## src/rtl/gtxe2_comm_qpll_lockdet.sv

```systemverilog
// Measured frequency-lock detector for the QPLL model: counts toggle edges of the
// divided ref/fb clocks over fixed windows and runs a hysteretic lock state machine.
module gtxe2_comm_qpll_lockdet #(
    parameter int WIN_LEN        = 256,
    parameter int CNT_W          = 12,
    parameter int RATIO_NUM      = 2,
    parameter int RATIO_DEN      = 1,
    parameter int TOL            = 4,
    parameter int LOCK_WINDOWS   = 3,
    parameter int UNLOCK_WINDOWS = 2
) (
    input  logic             QPLLLOCKDETCLK,
    input  logic             QPLLRESET,
    input  logic             QPLLPD,
    input  logic             QPLLLOCKEN,
    input  logic             ref_tgl,
    input  logic             fb_tgl,
    output logic             QPLLLOCK,
    output logic             QPLLREFCLKLOST,
    output logic             QPLLFBCLKLOST,
    output logic [CNT_W-1:0] ref_cnt_last,
    output logic [CNT_W-1:0] fb_cnt_last,
    output logic [1:0]       lock_state
);

    localparam int WIN_W = $clog2(WIN_LEN);
    localparam int PW    = CNT_W + 16;
    localparam logic [CNT_W-1:0] CNT_MAX   = '1;
    localparam logic [WIN_W-1:0] WIN_LAST  = WIN_W'(WIN_LEN - 1);
    localparam logic [3:0]       GOOD_LAST = 4'(LOCK_WINDOWS - 1);
    localparam logic [3:0]       BAD_LAST  = 4'(UNLOCK_WINDOWS - 1);

    typedef enum logic [1:0] {
        ST_IDLE   = 2'd0,
        ST_ACQ    = 2'd1,
        ST_LOCKED = 2'd2
    } state_t;

    logic             srst;
    logic [1:0]       tgl_in;
    logic [WIN_W-1:0] win_cnt_q;
    logic             win_end;
    logic             eval_q;
    logic [CNT_W-1:0] cnt_last_w [2];

    assign srst    = QPLLRESET | QPLLPD;
    assign tgl_in  = {fb_tgl, ref_tgl};
    assign win_end = (win_cnt_q == WIN_LAST);

    always_ff @(posedge QPLLLOCKDETCLK) begin
        if (srst) begin
            win_cnt_q <= '0;
            eval_q    <= 1'b0;
        end else begin
            win_cnt_q <= win_end ? '0 : win_cnt_q + WIN_W'(1);
            eval_q    <= win_end;
        end
    end

    // Channel 0 = ref, channel 1 = fb. The edge seen in the last window cycle is
    // folded into the latched count so no edge is lost across the boundary.
    generate
        for (genvar gi = 0; gi < 2; gi++) begin : g_chan
            logic             sync1_q;
            logic             sync2_q;
            logic             hist_q;
            logic             edge_det;
            logic [CNT_W-1:0] cnt_q;
            logic [CNT_W-1:0] cnt_last_q;
            logic [CNT_W-1:0] cnt_sum;

            assign edge_det = sync2_q ^ hist_q;
            assign cnt_sum  = (cnt_q == CNT_MAX) ? CNT_MAX : cnt_q + CNT_W'(edge_det);

            always_ff @(posedge QPLLLOCKDETCLK) begin
                if (srst) begin
                    sync1_q    <= 1'b0;
                    sync2_q    <= 1'b0;
                    hist_q     <= 1'b0;
                    cnt_q      <= '0;
                    cnt_last_q <= '0;
                end else begin
                    sync1_q <= tgl_in[gi];
                    sync2_q <= sync1_q;
                    hist_q  <= sync2_q;
                    if (win_end) begin
                        cnt_last_q <= cnt_sum;
                        cnt_q      <= '0;
                    end else begin
                        cnt_q <= cnt_sum;
                    end
                end
            end

            assign cnt_last_w[gi] = cnt_last_q;
        end
    endgenerate

    assign ref_cnt_last = cnt_last_w[0];
    assign fb_cnt_last  = cnt_last_w[1];

    logic [PW-1:0]   fb_prod;
    logic [PW-1:0]   ref_prod;
    logic signed [PW:0] diff;
    logic [PW:0]     diff_mag;
    logic            ref_zero;
    logic            fb_zero;
    logic            ref_lost_now;
    logic            fb_lost_now;
    logic            good_win;

    assign fb_prod      = PW'(fb_cnt_last) * PW'(RATIO_DEN);
    assign ref_prod     = PW'(ref_cnt_last) * PW'(RATIO_NUM);
    assign diff         = $signed({1'b0, fb_prod}) - $signed({1'b0, ref_prod});
    assign diff_mag     = diff[PW] ? $unsigned(-diff) : $unsigned(diff);
    assign ref_zero     = (ref_cnt_last == '0);
    assign fb_zero      = (fb_cnt_last == '0);
    assign ref_lost_now = ref_zero;
    assign fb_lost_now  = !ref_zero && fb_zero;
    assign good_win     = !ref_zero && !fb_zero && (diff_mag <= (PW+1)'(TOL));

    logic ref_lost_q;
    logic fb_lost_q;

    // Loss flags track every window even while lock detection is disabled.
    always_ff @(posedge QPLLLOCKDETCLK) begin
        if (srst) begin
            ref_lost_q <= 1'b0;
            fb_lost_q  <= 1'b0;
        end else if (eval_q) begin
            ref_lost_q <= ref_lost_now;
            fb_lost_q  <= fb_lost_now;
        end
    end

    state_t     state_q, state_d;
    logic [3:0] good_run_q, good_run_d;
    logic [3:0] bad_run_q, bad_run_d;

    always_ff @(posedge QPLLLOCKDETCLK) begin
        if (srst) begin
            state_q    <= ST_IDLE;
            good_run_q <= '0;
            bad_run_q  <= '0;
        end else begin
            state_q    <= state_d;
            good_run_q <= good_run_d;
            bad_run_q  <= bad_run_d;
        end
    end

    always_comb begin
        state_d    = state_q;
        good_run_d = good_run_q;
        bad_run_d  = bad_run_q;
        if (!QPLLLOCKEN) begin
            state_d = ST_IDLE;
        end else if (eval_q) begin
            unique case (state_q)
                ST_IDLE: begin
                    state_d    = ST_ACQ;
                    good_run_d = '0;
                    bad_run_d  = '0;
                end
                ST_ACQ: begin
                    if (!good_win) begin
                        good_run_d = '0;
                    end else if (good_run_q == GOOD_LAST) begin
                        state_d    = ST_LOCKED;
                        good_run_d = '0;
                        bad_run_d  = '0;
                    end else begin
                        good_run_d = good_run_q + 4'd1;
                    end
                end
                ST_LOCKED: begin
                    // A vanished clock drops lock at once; ratio errors need a run.
                    if (ref_lost_now || fb_lost_now || (!good_win && bad_run_q == BAD_LAST)) begin
                        state_d    = ST_ACQ;
                        good_run_d = '0;
                        bad_run_d  = '0;
                    end else if (good_win) begin
                        bad_run_d = '0;
                    end else begin
                        bad_run_d = bad_run_q + 4'd1;
                    end
                end
                default: state_d = ST_IDLE;
            endcase
        end
    end

    always_comb begin
        QPLLLOCK       = (state_q == ST_LOCKED);
        QPLLREFCLKLOST = ref_lost_q;
        QPLLFBCLKLOST  = fb_lost_q;
        lock_state     = state_q;
    end

endmodule
```

## config.mk

```make
export PLATFORM = sky130hd
export DESIGN_NAME = gtxe2_comm_qpll_lockdet
export DESIGN_NICKNAME = d
export VERILOG_FILES = /design/src/rtl/gtxe2_comm_qpll_lockdet.sv
export SDC_FILE = /design/constraint.sdc
export NUM_CORES = 1
export LEC_CHECK = 0
export CAP_MARGIN = 20
export CORE_MARGIN = 2
export CORE_UTILIZATION = 50
export DETAILED_ROUTE_END_ITERATION = 6
export PLACE_DENSITY = 0.73
export SKIP_LAST_GASP = 1
export SYNTH_ARGS = -nofsm -noshare
export SYNTH_HDL_FRONTEND = slang
export SYNTH_SLANG_ARGS = --single-unit
export TNS_END_PERCENT = 20
```

## constraint.sdc

```tcl
create_clock -name QPLLLOCKDETCLK -period 3.6 [get_ports QPLLLOCKDETCLK]
set_clock_uncertainty 0.2 [all_clocks]
set_input_delay 0.54 -clock QPLLLOCKDETCLK [delete_from_list [all_inputs] [get_ports QPLLLOCKDETCLK]]
set_output_delay 0.54 -clock QPLLLOCKDETCLK [all_outputs]
set_load 0.1 [all_outputs]
```

==> metrics.md, run 1 <==
| Metric | Value |
|---|---|
| Number of synthesized flops with an enable pin | `0` |
| Hold violation total from the final report | `0` |
| # Post-CTS Setup Buffers | `0` |
| Flop pwr share | `0.561` |
| WL per Instance | `15.1 um` |
| Internal power | `0.00113 W` |
| Reg2reg path depth | `12` |
| Core area | `7730 um^2` |
| First-pass GRT wire length | `16.0 mm` |
| Final core occ | `0.635` |
| Unrepaired setup endpoints after global routing | `yes` |
| Wirelength, routed | `9.46 mm` |
| Dpl ws | `-12.8 ps` |
| Share of layout cells above drive strength 1 | `0.150` |
| Clock root buffer master | `clkbuf_8` |
| H-tree levels | `3` |
| Synth Area in Simple Gates | `0.237` |
| Maxcap violations | `0` |
| Startpoint types | `flop` |
| IO Pins | `35` |
| Fin Setup TNS | `0 ps` |
| Reg2reg start | `fb_cnt_last[1]$_SDFFE_PP0P_` |
| Synth Area in Adders | `0.0675` |
| Sequential share of the synthesized area | `0.375` |
| Distinct cells, synth | `57` |
| Share of the synthesized area in the top cell type | `0.375` |
| TritonCTS buffer count | `9` |
| PD cells | `300 nW/um^2` |
| Logic gate share of total power | `0.020` |
| Total GRT Usage | `0.232` |
| Largest net degree at the start of global routing | `32` |
| CTS clk-pin slew, worst paths | `90 ps` |
| Clock share of power | `0.420` |
| Max layer used | `met4` |
| 1st-pass router iterations | `4` |
| Yosys reg bits | `75` |
| Slowest CP cell | `nor4b_4` |
| Maximum fanout along the worst path | `6` |
| RR Endpoint | `bad_run_q[3]$_SDFFE_PP0P_` |
| Maximum vdd ir drop | `0.000270 V` |
| Max transition margin | `0.321` |
| Worst EP required | `3650 ps` |
| P_sw | `0.000342 W` |
| Worst min-delay path category | `reg -> reg` |
| Peak Freq | `0.279 GHz` |
| Starting density of the core | `0.518` |
| # rows | `32` |
| Drt initial violations | `143` |
| Endpoint, Worst Hold | `g_chan[1].sync2_q$_SDFF_PP0_` |
| Commonest non-fill, non-tap cell in the layout | `nor2_1` |
| Layout Cells excl Fill | `628` |
| Xor and xnor area share after synthesis | `0.0756` |
| Area of the multi-input gates | `2500 um^2` |
| Met3 wire len | `280 um` |
| # setup viols final | `0` |
| GPL Wtd Cong | `0.861` |
| Switching Share | `0.232` |
| TritonCTS clock tree | `done` |
| Die X | `93.5 um` |
| Syn Std Cell Area | `4000 um^2` |
| Syn avg cell area | `8.41 um^2` |
| Delay-heaviest family, CP | `compound AO/OA/AOI/OAI gates` |
| Post-route setup slack | `14.0 ps` |
| Post-synthesis mux area share | `0.00750` |
| CTS Sinks | `75` |
| Die area | `8740 um^2` |
| Post-DP HPWL | `7.15 mm` |
| Largest stage delay, worst path | `440 ps` |
| Post-DRT Antenna Nets | `0` |
| Most frequent cells in the layout | `nor2_1 (73), dfxtp_1 (53), nand2_1 (33)` |
| Largest family of logic cells by synthesized area | `simple AND/OR/NAND/NOR gates` |
| Die Y | `93.5 um` |
| Grt ovf | `0` |
| Post-synth ARST share | `0` |
| Main synth FF type | `dfxtp_1` |
| N_diodes | `0` |
| Worst Min Path Start | `g_chan[1].sync1_q$_SDFF_PP0_` |
| # fillers | `675` |
| R2R Setup Slk | `10 ps` |
| Area grow syn2layout | `22.6%` |
| Area leader, netlist | `dfxtp_1` |
| Tightest Pin Transition | `1020 ps` |
| Crit path from | `fb_cnt_last[1]$_SDFFE_PP0P_` |
| Number of global-route vias before repair | `3357` |
| Drc violations | `0` |
| Worst-path cell chain | `inv_4 > ha_4 > fa_2 > nand2b_4 > a21o_1 > a311oi_4 > o2111ai_2 > o31a_1 > nor4b_4 > and2_4 > o21bai_4 > a32o_1` |
| Nets | `548` |
| Synth Area in Compound Gates | `0.202` |
| Syn_nets | `503` |
| Via density | `5.56` |
| Hold depth | `1` |
| Inst Count DP | `612` |
| Arr. time, crit path | `3640 ps` |
| Syn Inst Count | `476` |
| Worst skew pair latency | `350 ps` |
| Final min period | `3590 ps` |
| CTS Hold Bufs | `0` |
| Outcome | `complete, no violations` |
| Synth top area cells | `dfxtp_1 (38%), nor2_1 (6.9%), ha_1 (6.3%)` |
| CP endpoint kind | `flop` |
| Kind of critical path | `reg -> reg` |
| Initial antenna violation count | `0` |
| Final slew viol count | `0` |
| IO Port Bufs | `34` |
| Synth warn | `0` |
| Routed length on met2 | `4.61 mm` |
| Met1 Wirelength | `4.43 mm` |
| Clock buffer depth | `2` |
| Register area | `1560 um^2` |
| CP bufs+invs | `1` |
| Lkg Pwr | `1.90 nW` |
| Via count | `3493` |
| Final Cycle Share | `0.996` |
routing by layer:
layer,GRT usage,up-vias
li1,-,1798
met5,0,-
met4,0.0784,0
met2,0.380,47
met1,0.305,1636
met3,0.0443,12
how the worst max path moves through the flow:
stage                           endpoint  cells after the start
3_5_place_dp   bad_run_q[3]$_SDFFE_PP0P_                     12
4_1_cts        bad_run_q[3]$_SDFFE_PP0P_                     12
2_1_floorplan  bad_run_q[2]$_SDFFE_PP0P_                     13
6_report       bad_run_q[3]$_SDFFE_PP0P_                     12
3_3_place_gp   bad_run_q[3]$_SDFFE_PP0P_                     12
5_1_grt        bad_run_q[3]$_SDFFE_PP0P_                     12
synth_stat cells (all sizes together), types with 6 or more instances:
master  number
nand3       17
xor2        20
inv         23
o21a         6
o21ai       12
a21oi       27
nor2        74
a21o        10
and3         8
clkbuf      15
and2        10
nand2b       8
nor4         8
dfxtp       75
ha          20
xnor2       12
nand2       33
a311oi       9
a211oi      13
nor3         6
o211ai       6
or3          6
nor2b        7
registers in the layout, indices dropped and copies added, names as in the netlist, 4 cells and up:
register      cells
g_chan.cnt_q     24
fb_cnt_last      12
ref_cnt_last     12
win_cnt_q         8
bad_run_q         4
good_run_q        4
repair_timing:
item / 4_1_cts / 5_1_grt
gates resized for setup: 0 / 8
pin swaps: 1 / 4
setup endpoints to repair: 4 / 10
cell type report:
cell class / instances / area share
clock inverter: 4 / 0.00637
clock buffer: 12 / 0.0319
multi-input combinational: 363 / 0.509
timing repair buffer: 49 / 0.0913
inverter: 23 / 0.0181
tap: 102 / 0.0260
sequential: 75 / 0.317
power groups by stage:
stage	Combinational, W	Sequential (W)	Clock [W]
finish	0.0000287	0.000825	0.000618
global route	0.0000324	0.000825	0.000664
CTS	0.0000290	0.000825	0.000636
detailed placement	0.0000290	0.000844	0
global placement	0.0000285	0.000844	0
floorplan	0.0000162	0.000844	0
metrics by stage:
step                instance area, um^2  power, W  hold slack, ps
finish                             4910   0.00147             229
detailed placement                 4670  0.000873             213
global placement                   4670  0.000873             208
CTS                                4860   0.00149             232
floorplan                          4150  0.000860             206
global route                       4910   0.00152             242
logic make-up after synthesis:
family | Yosys count
adders and majority gates | 21
buffers and inverters | 38
muxes | 3
AOI/OAI and AO/OA | 112
DFF | 75
xor gates and xnor gates | 33
and+or+nand+nor | 194
Power figures use the tool's default switching activity.
==> run 2, diff against run 1 <==
--- a/config.mk
+++ b/config.mk
@@ -8,7 +8,10 @@
 export CAP_MARGIN = 20
 export CORE_MARGIN = 2
 export CORE_UTILIZATION = 50
+export CTS_CLUSTER_DIAMETER = 30
 export DETAILED_ROUTE_END_ITERATION = 6
+export GPL_TIMING_DRIVEN = 0
+export HOLD_SLACK_MARGIN = 0.06
 export PLACE_DENSITY = 0.73
 export SKIP_LAST_GASP = 1
 export SYNTH_ARGS = -nofsm -noshare
==> run 2 against run 1 <==
  * Cell area rose by 1.7%
  * Clock-buffer cell count decreased by 1
  * Register-to-register slack better by 30 ps
  * Largest cell class unchanged
  * Highest routed layer unchanged
==> metrics.md, run 2 (synthesis results as in run 1) <==
| Metric | Value |
|---|---|
| Worst-path cell chain | `inv_2 > ha_4 > fa_2 > nand2b_4 > a21oi_4 > o22ai_2 > xnor2_2 > o41a_1 > a311o_1 > nor4b_4 > buf_6 > and2_4 > o21bai_4 > a32o_1 (was inv_4 > ha_4 > fa_2 > nand2b_4 > a21o_1 > a311oi_4 > o2111ai_2 > o31a_1 > nor4b_4 > and2_4 > o21bai_4 > a32o_1)` |
| Kind of critical path | `reg -> reg (unchanged)` |
| Final slew viol count | `0 (unchanged)` |
| Drt initial violations | `145 (was 143)` |
| Worst min-delay path category | `reg -> reg (unchanged)` |
| H-tree levels | `3 (unchanged)` |
| 1st-pass router iterations | `5 (was 4)` |
| IO Port Bufs | `34 (unchanged)` |
| Switching Share | `0.214 (was 0.232)` |
| Reg2reg path depth | `14 (was 12)` |
| Final Cycle Share | `0.988 (was 0.996)` |
| CTS clk-pin slew, worst paths | `80 ps (was 90 ps)` |
| Most frequent cells in the layout | `nor2_1 (73), dfxtp_1 (53), clkdlybuf4s50_1 (34) (was nor2_1 (73), dfxtp_1 (53), nand2_1 (33))` |
| Fin area | `4990 um^2 (was 4910 um^2)` |
| TritonCTS clock tree | `done (unchanged)` |
| Endpoint, Worst Hold | `g_chan[1].sync2_q$_SDFF_PP0_ (unchanged)` |
| TritonCTS buffer count | `9 (unchanged)` |
| CP bufs+invs | `2 (was 1)` |
| Hold violation total from the final report | `0 (unchanged)` |
| Core area | `7730 um^2 (unchanged)` |
| Area of placed instances | `4620 um^2 (was 4670 um^2)` |
| # setup viols final | `0 (unchanged)` |
| Maximum fanout along the worst path | `6 (unchanged)` |
| Initial antenna violation count | `0 (unchanged)` |
| Clock root buffer master | `clkbuf_8 (unchanged)` |
| Internal power | `0.00123 W (was 0.00113 W)` |
| Final core occ | `0.646 (was 0.635)` |
| WL per Instance | `15.2 um (was 15.1 um)` |
| Fin Hold WS | `228 ps (was 229 ps)` |
| Startpoint types | `flop (unchanged)` |
| N_diodes | `0 (unchanged)` |
| Overall Power | `0.00156 W (was 0.00147 W)` |
| Via density | `5.61 (was 5.56)` |
| Peak Freq | `0.281 GHz (was 0.279 GHz)` |
| Lkg Pwr | `1.90 nW (about the same)` |
| Largest stage delay, worst path | `410 ps (was 440 ps)` |
| Nets | `553 (was 548)` |
| Unrepaired setup endpoints after global routing | `yes (unchanged)` |
| PD cells | `313 nW/um^2 (was 300 nW/um^2)` |
| Largest register FFs | `24 (unchanged)` |
| IO Pins | `35 (unchanged)` |
| # fillers | `643 (was 675)` |
| RR Endpoint | `bad_run_q[3]$_SDFFE_PP0P_ (unchanged)` |
| Reg2reg start | `fb_cnt_last[1]$_SDFFE_PP0P_ (unchanged)` |
| Post-DRT Antenna Nets | `0 (unchanged)` |
| Largest register by flop count | `g_chan.cnt_q (unchanged)` |
| Area grow syn2layout | `24.7% (was 22.6%)` |
| Total GRT Usage | `0.222 (was 0.232)` |
| Worst skew pair latency | `340 ps (was 350 ps)` |
| CP endpoint kind | `flop (unchanged)` |
| Slowest CP cell | `o41a_1 (was nor4b_4)` |
| Delay-heaviest family, CP | `compound AO/OA/AOI/OAI gates (unchanged)` |
| P_sw | `0.000334 W (was 0.000342 W)` |
| Flop pwr share | `0.528 (was 0.561)` |
| Arr. time, crit path | `3590 ps (was 3640 ps)` |
| CTS Hold Bufs | `0 (unchanged)` |
| Layout Cells excl Fill | `633 (was 628)` |
| Worst Min Path Start | `g_chan[1].sync1_q$_SDFF_PP0_ (unchanged)` |
| # rows | `32 (unchanged)` |
| Post-DP HPWL | `7.30 mm (was 7.15 mm)` |
| Logic gate share of total power | `0.020 (about the same)` |
| Die X | `93.5 um (unchanged)` |
| Grt ovf | `0 (unchanged)` |
| CTS Sinks | `75 (unchanged)` |
| Share of layout cells above drive strength 1 | `0.145 (was 0.150)` |
| Number of global-route vias before repair | `3282 (was 3357)` |
| Clock share of power | `0.453 (was 0.420)` |
| Wirelength, routed | `9.61 mm (was 9.46 mm)` |
| Hold depth | `1 (unchanged)` |
| R2R Setup Slk | `40 ps (was 10 ps)` |
| Largest net degree at the start of global routing | `14 (was 32)` |
| GPL Wtd Cong | `0.856 (was 0.861)` |
| Clock buffer depth | `2 (unchanged)` |
| Via count | `3550 (was 3493)` |
| Maxcap violations | `0 (unchanged)` |
| First-pass GRT wire length | `15.3 mm (was 16.0 mm)` |
| Worst EP required | `3640 ps (was 3650 ps)` |
| Tightest Pin Transition | `978 ps (was 1020 ps)` |
| Inst Count DP | `612 (unchanged)` |
| Outcome | `complete, no violations (unchanged)` |
| Max transition margin | `0.346 (was 0.321)` |
| Final min period | `3560 ps (was 3590 ps)` |
| Commonest non-fill, non-tap cell in the layout | `nor2_1 (unchanged)` |
| Die area | `8740 um^2 (unchanged)` |
| Drc violations | `0 (unchanged)` |
| Starting density of the core | `0.518 (unchanged)` |
| Maximum vdd ir drop | `0.000303 V (was 0.000270 V)` |
| Die Y | `93.5 um (unchanged)` |
==> run 2: cell count changes in the layout (fill, tap and decap cells not counted), sizes merged <==
cell           delta
bufinv            +2
clkbuf           +14
clkinvlp          -1
buf              -12
clkinv            +1
inv               -1
clkdlybuf4s50     +2
==> run 2: metal layers <==
metal | track usage | wire, um | share of wire
met1 | 0.286 | 4360 | 0.45
met2 | 0.385 | 4770 | 0.50
met3 | 0.0322 | 380 | 0.040
met4 | 0.0650 | 95 | 0.0099
met5 | 0 | 0 | 0
==> run 2: through the flow <==
step           TNS [ps]  setup slack, ps
3_3_place_gp       -480             -101
5_1_grt            -385            -74.4
4_1_cts               0             7.64
3_5_place_dp       -948             -161
2_1_floorplan         0             10.7
6_report              0             44.9
==> run 2: worst reg2reg max path: cells and delay by family (launching register included) <==
kind | cells | cell delay, ps
buffers and inverters | 2 | 220
XOR/XNOR | 1 | 170
AO/OA/AOI/OAI | 6 | 1290
adder cells (fa/ha/maj) | 2 | 530
flip-flops | 1 | 380
AND/OR/NAND/NOR | 3 | 650
==> run 2: area by class of cell <==
class	count	area, um^2	area share
plain buffers	15	56.3	0.0113
flip-flops and latches	75	1560	0.312
multi-input cells	363	2560	0.514
inverters	23	86.3	0.0173
clock inverters	5	86.3	0.0173
well taps	102	128	0.0256
clock buffers	11	131	0.0263
repair buffers	39	382	0.0765
==> run 2: how the worst max path moves through the flow <==
stage,start,end,slack (ps),cells after the start
detailed placement,ref_cnt_last[4]$_SDFFE_PP0P_,bad_run_q[2]$_SDFFE_PP0P_,-160,12
CTS,ref_cnt_last[6]$_SDFFE_PP0P_,bad_run_q[3]$_SDFFE_PP0P_,8,13
global placement,ref_cnt_last[4]$_SDFFE_PP0P_,bad_run_q[2]$_SDFFE_PP0P_,-100,12
global route,ref_cnt_last[10]$_SDFFE_PP0P_,bad_run_q[3]$_SDFFE_PP0P_,-70,13
finish,fb_cnt_last[1]$_SDFFE_PP0P_,bad_run_q[3]$_SDFFE_PP0P_,40,14
floorplan,fb_cnt_last[1]$_SDFFE_PP0P_,bad_run_q[2]$_SDFFE_PP0P_,10,13
==> run 2: repair_timing <==
| action | 4_1_cts | 5_1_grt |
|---|---|---|
| gates resized for setup | 1 | 21 |
| endpoints found under the setup margin | 10 | 10 |
| pin swaps | 0 | 10 |
| setup buffers | 1 | 4 |
==> run 2: power by group through the flow <==
stage / combinational [W] / sequential (W) / clock [W]
global placement: 0.0000306 / 0.000844 / 0
global route: 0.0000343 / 0.000825 / 0.000754
detailed placement: 0.0000308 / 0.000844 / 0
finish: 0.0000309 / 0.000825 / 0.000708
CTS: 0.0000309 / 0.000825 / 0.000722
floorplan: 0.0000162 / 0.000844 / 0
==> run 3, diff against run 2 <==
--- a/config.mk
+++ b/config.mk
@@ -6,7 +6,7 @@
 export NUM_CORES = 1
 export LEC_CHECK = 0
 export CAP_MARGIN = 20
-export CORE_MARGIN = 2
+export CORE_MARGIN = 1.5
 export CORE_UTILIZATION = 50
 export CTS_CLUSTER_DIAMETER = 30
 export DETAILED_ROUTE_END_ITERATION = 6
==> run 3 against run 2 <==
  * Non-clock buffer count decreased by 2
  * Critical path type unchanged
  * Wire length increased by 1.8%
  * Critical path depth decreased by 1
  * Sequential power about the same
  * Register-to-register slack improved by 20 ps
==> metrics.md, run 3 (synthesis results as in run 1) <==
| Metric | Value |
|---|---|
| Nets | `551 (was 553)` |
| # rows | `32 (unchanged)` |
| Area grow syn2layout | `24.2% (was 24.7%)` |
| Via density | `5.63 (was 5.61)` |
| PD cells | `322 nW/um^2 (was 313 nW/um^2)` |
| Largest register FFs | `24 (unchanged)` |
| Largest net degree at the start of global routing | `14 (unchanged)` |
| Outcome | `complete, no violations (unchanged)` |
| Drt initial violations | `79 (was 145)` |
| Maximum vdd ir drop | `0.000241 V (was 0.000303 V)` |
| N_diodes | `0 (unchanged)` |
| CP endpoint kind | `flop (unchanged)` |
| Worst skew pair latency | `340 ps (about the same)` |
| Fin Setup TNS | `0 ps (unchanged)` |
| Most frequent cells in the layout | `nor2_1 (73), dfxtp_1 (53), clkdlybuf4s50_1 (34) (unchanged)` |
| Clock root buffer master | `clkbuf_8 (unchanged)` |
| Commonest non-fill, non-tap cell in the layout | `nor2_1 (unchanged)` |
| Arr. time, crit path | `3580 ps (was 3590 ps)` |
| Fin Hold WS | `233 ps (was 228 ps)` |
| Number of global-route vias before repair | `3374 (was 3282)` |
| Die X | `92.5 um (was 93.5 um)` |
| P_sw | `0.000334 W (about the same)` |
| Startpoint types | `flop (unchanged)` |
| H-tree levels | `3 (unchanged)` |
| Post-DP HPWL | `7.39 mm (was 7.30 mm)` |
| TritonCTS buffer count | `9 (unchanged)` |
| Final Cycle Share | `0.982 (was 0.988)` |
| Logic gate share of total power | `0.019 (was 0.020)` |
| Final slew viol count | `0 (unchanged)` |
| CTS Hold Bufs | `0 (unchanged)` |
| Post-route setup slack | `64.9 ps (was 44.9 ps)` |
| Worst min-delay path category | `reg -> reg (unchanged)` |
| Total GRT Usage | `0.236 (was 0.222)` |
| Grt ovf | `0 (unchanged)` |
| Flop pwr share | `0.516 (was 0.528)` |
| Final core occ | `0.643 (was 0.646)` |
| Kind of critical path | `reg -> reg (unchanged)` |
| Peak Freq | `0.283 GHz (was 0.281 GHz)` |
| Clock buffer depth | `2 (unchanged)` |
| 1st-pass router iterations | `4 (was 5)` |
| Initial antenna violation count | `0 (unchanged)` |
| Lkg Pwr | `1.90 nW (about the same)` |
| Die area | `8550 um^2 (was 8740 um^2)` |
| Core area | `7730 um^2 (unchanged)` |
| GPL Wtd Cong | `0.856 (about the same)` |
| Share of layout cells above drive strength 1 | `0.142 (was 0.145)` |
| CTS Sinks | `75 (unchanged)` |
| Dpl ws | `-143 ps (was -161 ps)` |
| Maximum fanout along the worst path | `6 (unchanged)` |
| TritonCTS clock tree | `done (unchanged)` |
| WL per Instance | `15.5 um (was 15.2 um)` |
| IO Pins | `35 (unchanged)` |
| Largest register by flop count | `g_chan.cnt_q (unchanged)` |
| IO Port Bufs | `34 (unchanged)` |
| Unrepaired setup endpoints after global routing | `yes (unchanged)` |
| Drc violations | `0 (unchanged)` |
| First-pass GRT wire length | `15.9 mm (was 15.3 mm)` |
| Fin area | `4970 um^2 (was 4990 um^2)` |
| CTS clk-pin slew, worst paths | `90 ps (was 80 ps)` |
| Hold violation total from the final report | `0 (unchanged)` |
| Final min period | `3540 ps (was 3560 ps)` |
| Clock share of power | `0.465 (was 0.453)` |
| Max transition margin | `0.344 (was 0.346)` |
| Switching Share | `0.209 (was 0.214)` |
| Die Y | `92.5 um (was 93.5 um)` |
| Post-DRT Antenna Nets | `0 (unchanged)` |
| Tightest Pin Transition | `980 ps (was 978 ps)` |
| Internal power | `0.00127 W (was 0.00123 W)` |
| Wirelength, routed | `9.78 mm (was 9.61 mm)` |
| Area of placed instances | `4620 um^2 (unchanged)` |
| Starting density of the core | `0.518 (unchanged)` |
| # setup viols final | `0 (unchanged)` |
| Worst EP required | `3650 ps (was 3640 ps)` |
| Via count | `3550 (unchanged)` |
| Maxcap violations | `0 (unchanged)` |
-- run 3: cell count changes in the layout (fill, tap and decap cells not counted), sizes merged --
cell    change
buf         -2
inv         +1
clkbuf      -1
clkinv      -1
-- run 3: through the flow --
stage / instances / total power [W]
after CTS: 628 / 0.00161
after global placement: 612 / 0.000875
after global routing: 630 / 0.00165
after floorplan: 476 / 0.000860
after detailed placement: 612 / 0.000876
final: 630 / 0.00160
-- run 3: layout make-up --
| cell class | instances | area, um^2 |
|---|---|---|
| multi-input combinational | 363 | 2540 |
| inverter | 23 | 86.3 |
| clock inverter | 5 | 82.6 |
| timing repair buffer | 37 | 367 |
| tap | 102 | 128 |
| clock buffer | 10 | 149 |
| fill | 673 | 2760 |
| sequential | 75 | 1560 |
| buffer | 15 | 56.3 |
-- run 3: path summary, 6_finish.rpt --
check / start / end / slack (ps) / cells past startpoint
worst max register to register: fb_cnt_last[1]$_SDFFE_PP0P_ / bad_run_q[3]$_SDFFE_PP0P_ / 60 / 13
worst max-delay path: fb_cnt_last[1]$_SDFFE_PP0P_ / bad_run_q[3]$_SDFFE_PP0P_ / 60 / 13
worst min-delay path: g_chan[1].sync1_q$_SDFF_PP0_ / g_chan[1].sync2_q$_SDFF_PP0_ / 230 / 1
worst min register to register: g_chan[1].sync1_q$_SDFF_PP0_ / g_chan[1].sync2_q$_SDFF_PP0_ / 230 / 1
-- run 3: routing by layer --
metal  up-vias  GRT usage  part of all wire
met3        14     0.0394             0.031
met4         0     0.0987             0.016
li1       1803          -                 -
met1      1680      0.288              0.45
met5         -          0                 0
met2        53      0.407              0.50
-- run 3: what timing repair did --
action,4_1_cts,5_1_grt
resized for setup,4,16
setup buffers,1,2
cloned,0,0
pin swaps,0,9
setup endpoints to repair,10,10
-- run 3: critical path: stages, from the launching register on --
cell       delay (ps)
dfxtp_4           380
inv_2              50
ha_4              150
fa_2              360
nand2b_4          200
a21o_1            210
a311oi_4          390
o2111ai_2         210
o31a_1            350
nor4b_4           280
buf_6             160
and2_4            170
o21bai_4           90
a32o_1            220
-- run 3: power by group through the flow --
stage	Combinational [W]	Clock [W]	Sequential, W
finish	0.0000310	0.000744	0.000825
CTS	0.0000315	0.000754	0.000825
global route	0.0000344	0.000789	0.000825
floorplan	0.0000162	0	0.000844
global placement	0.0000306	0	0.000844
detailed placement	0.0000312	0	0.000845
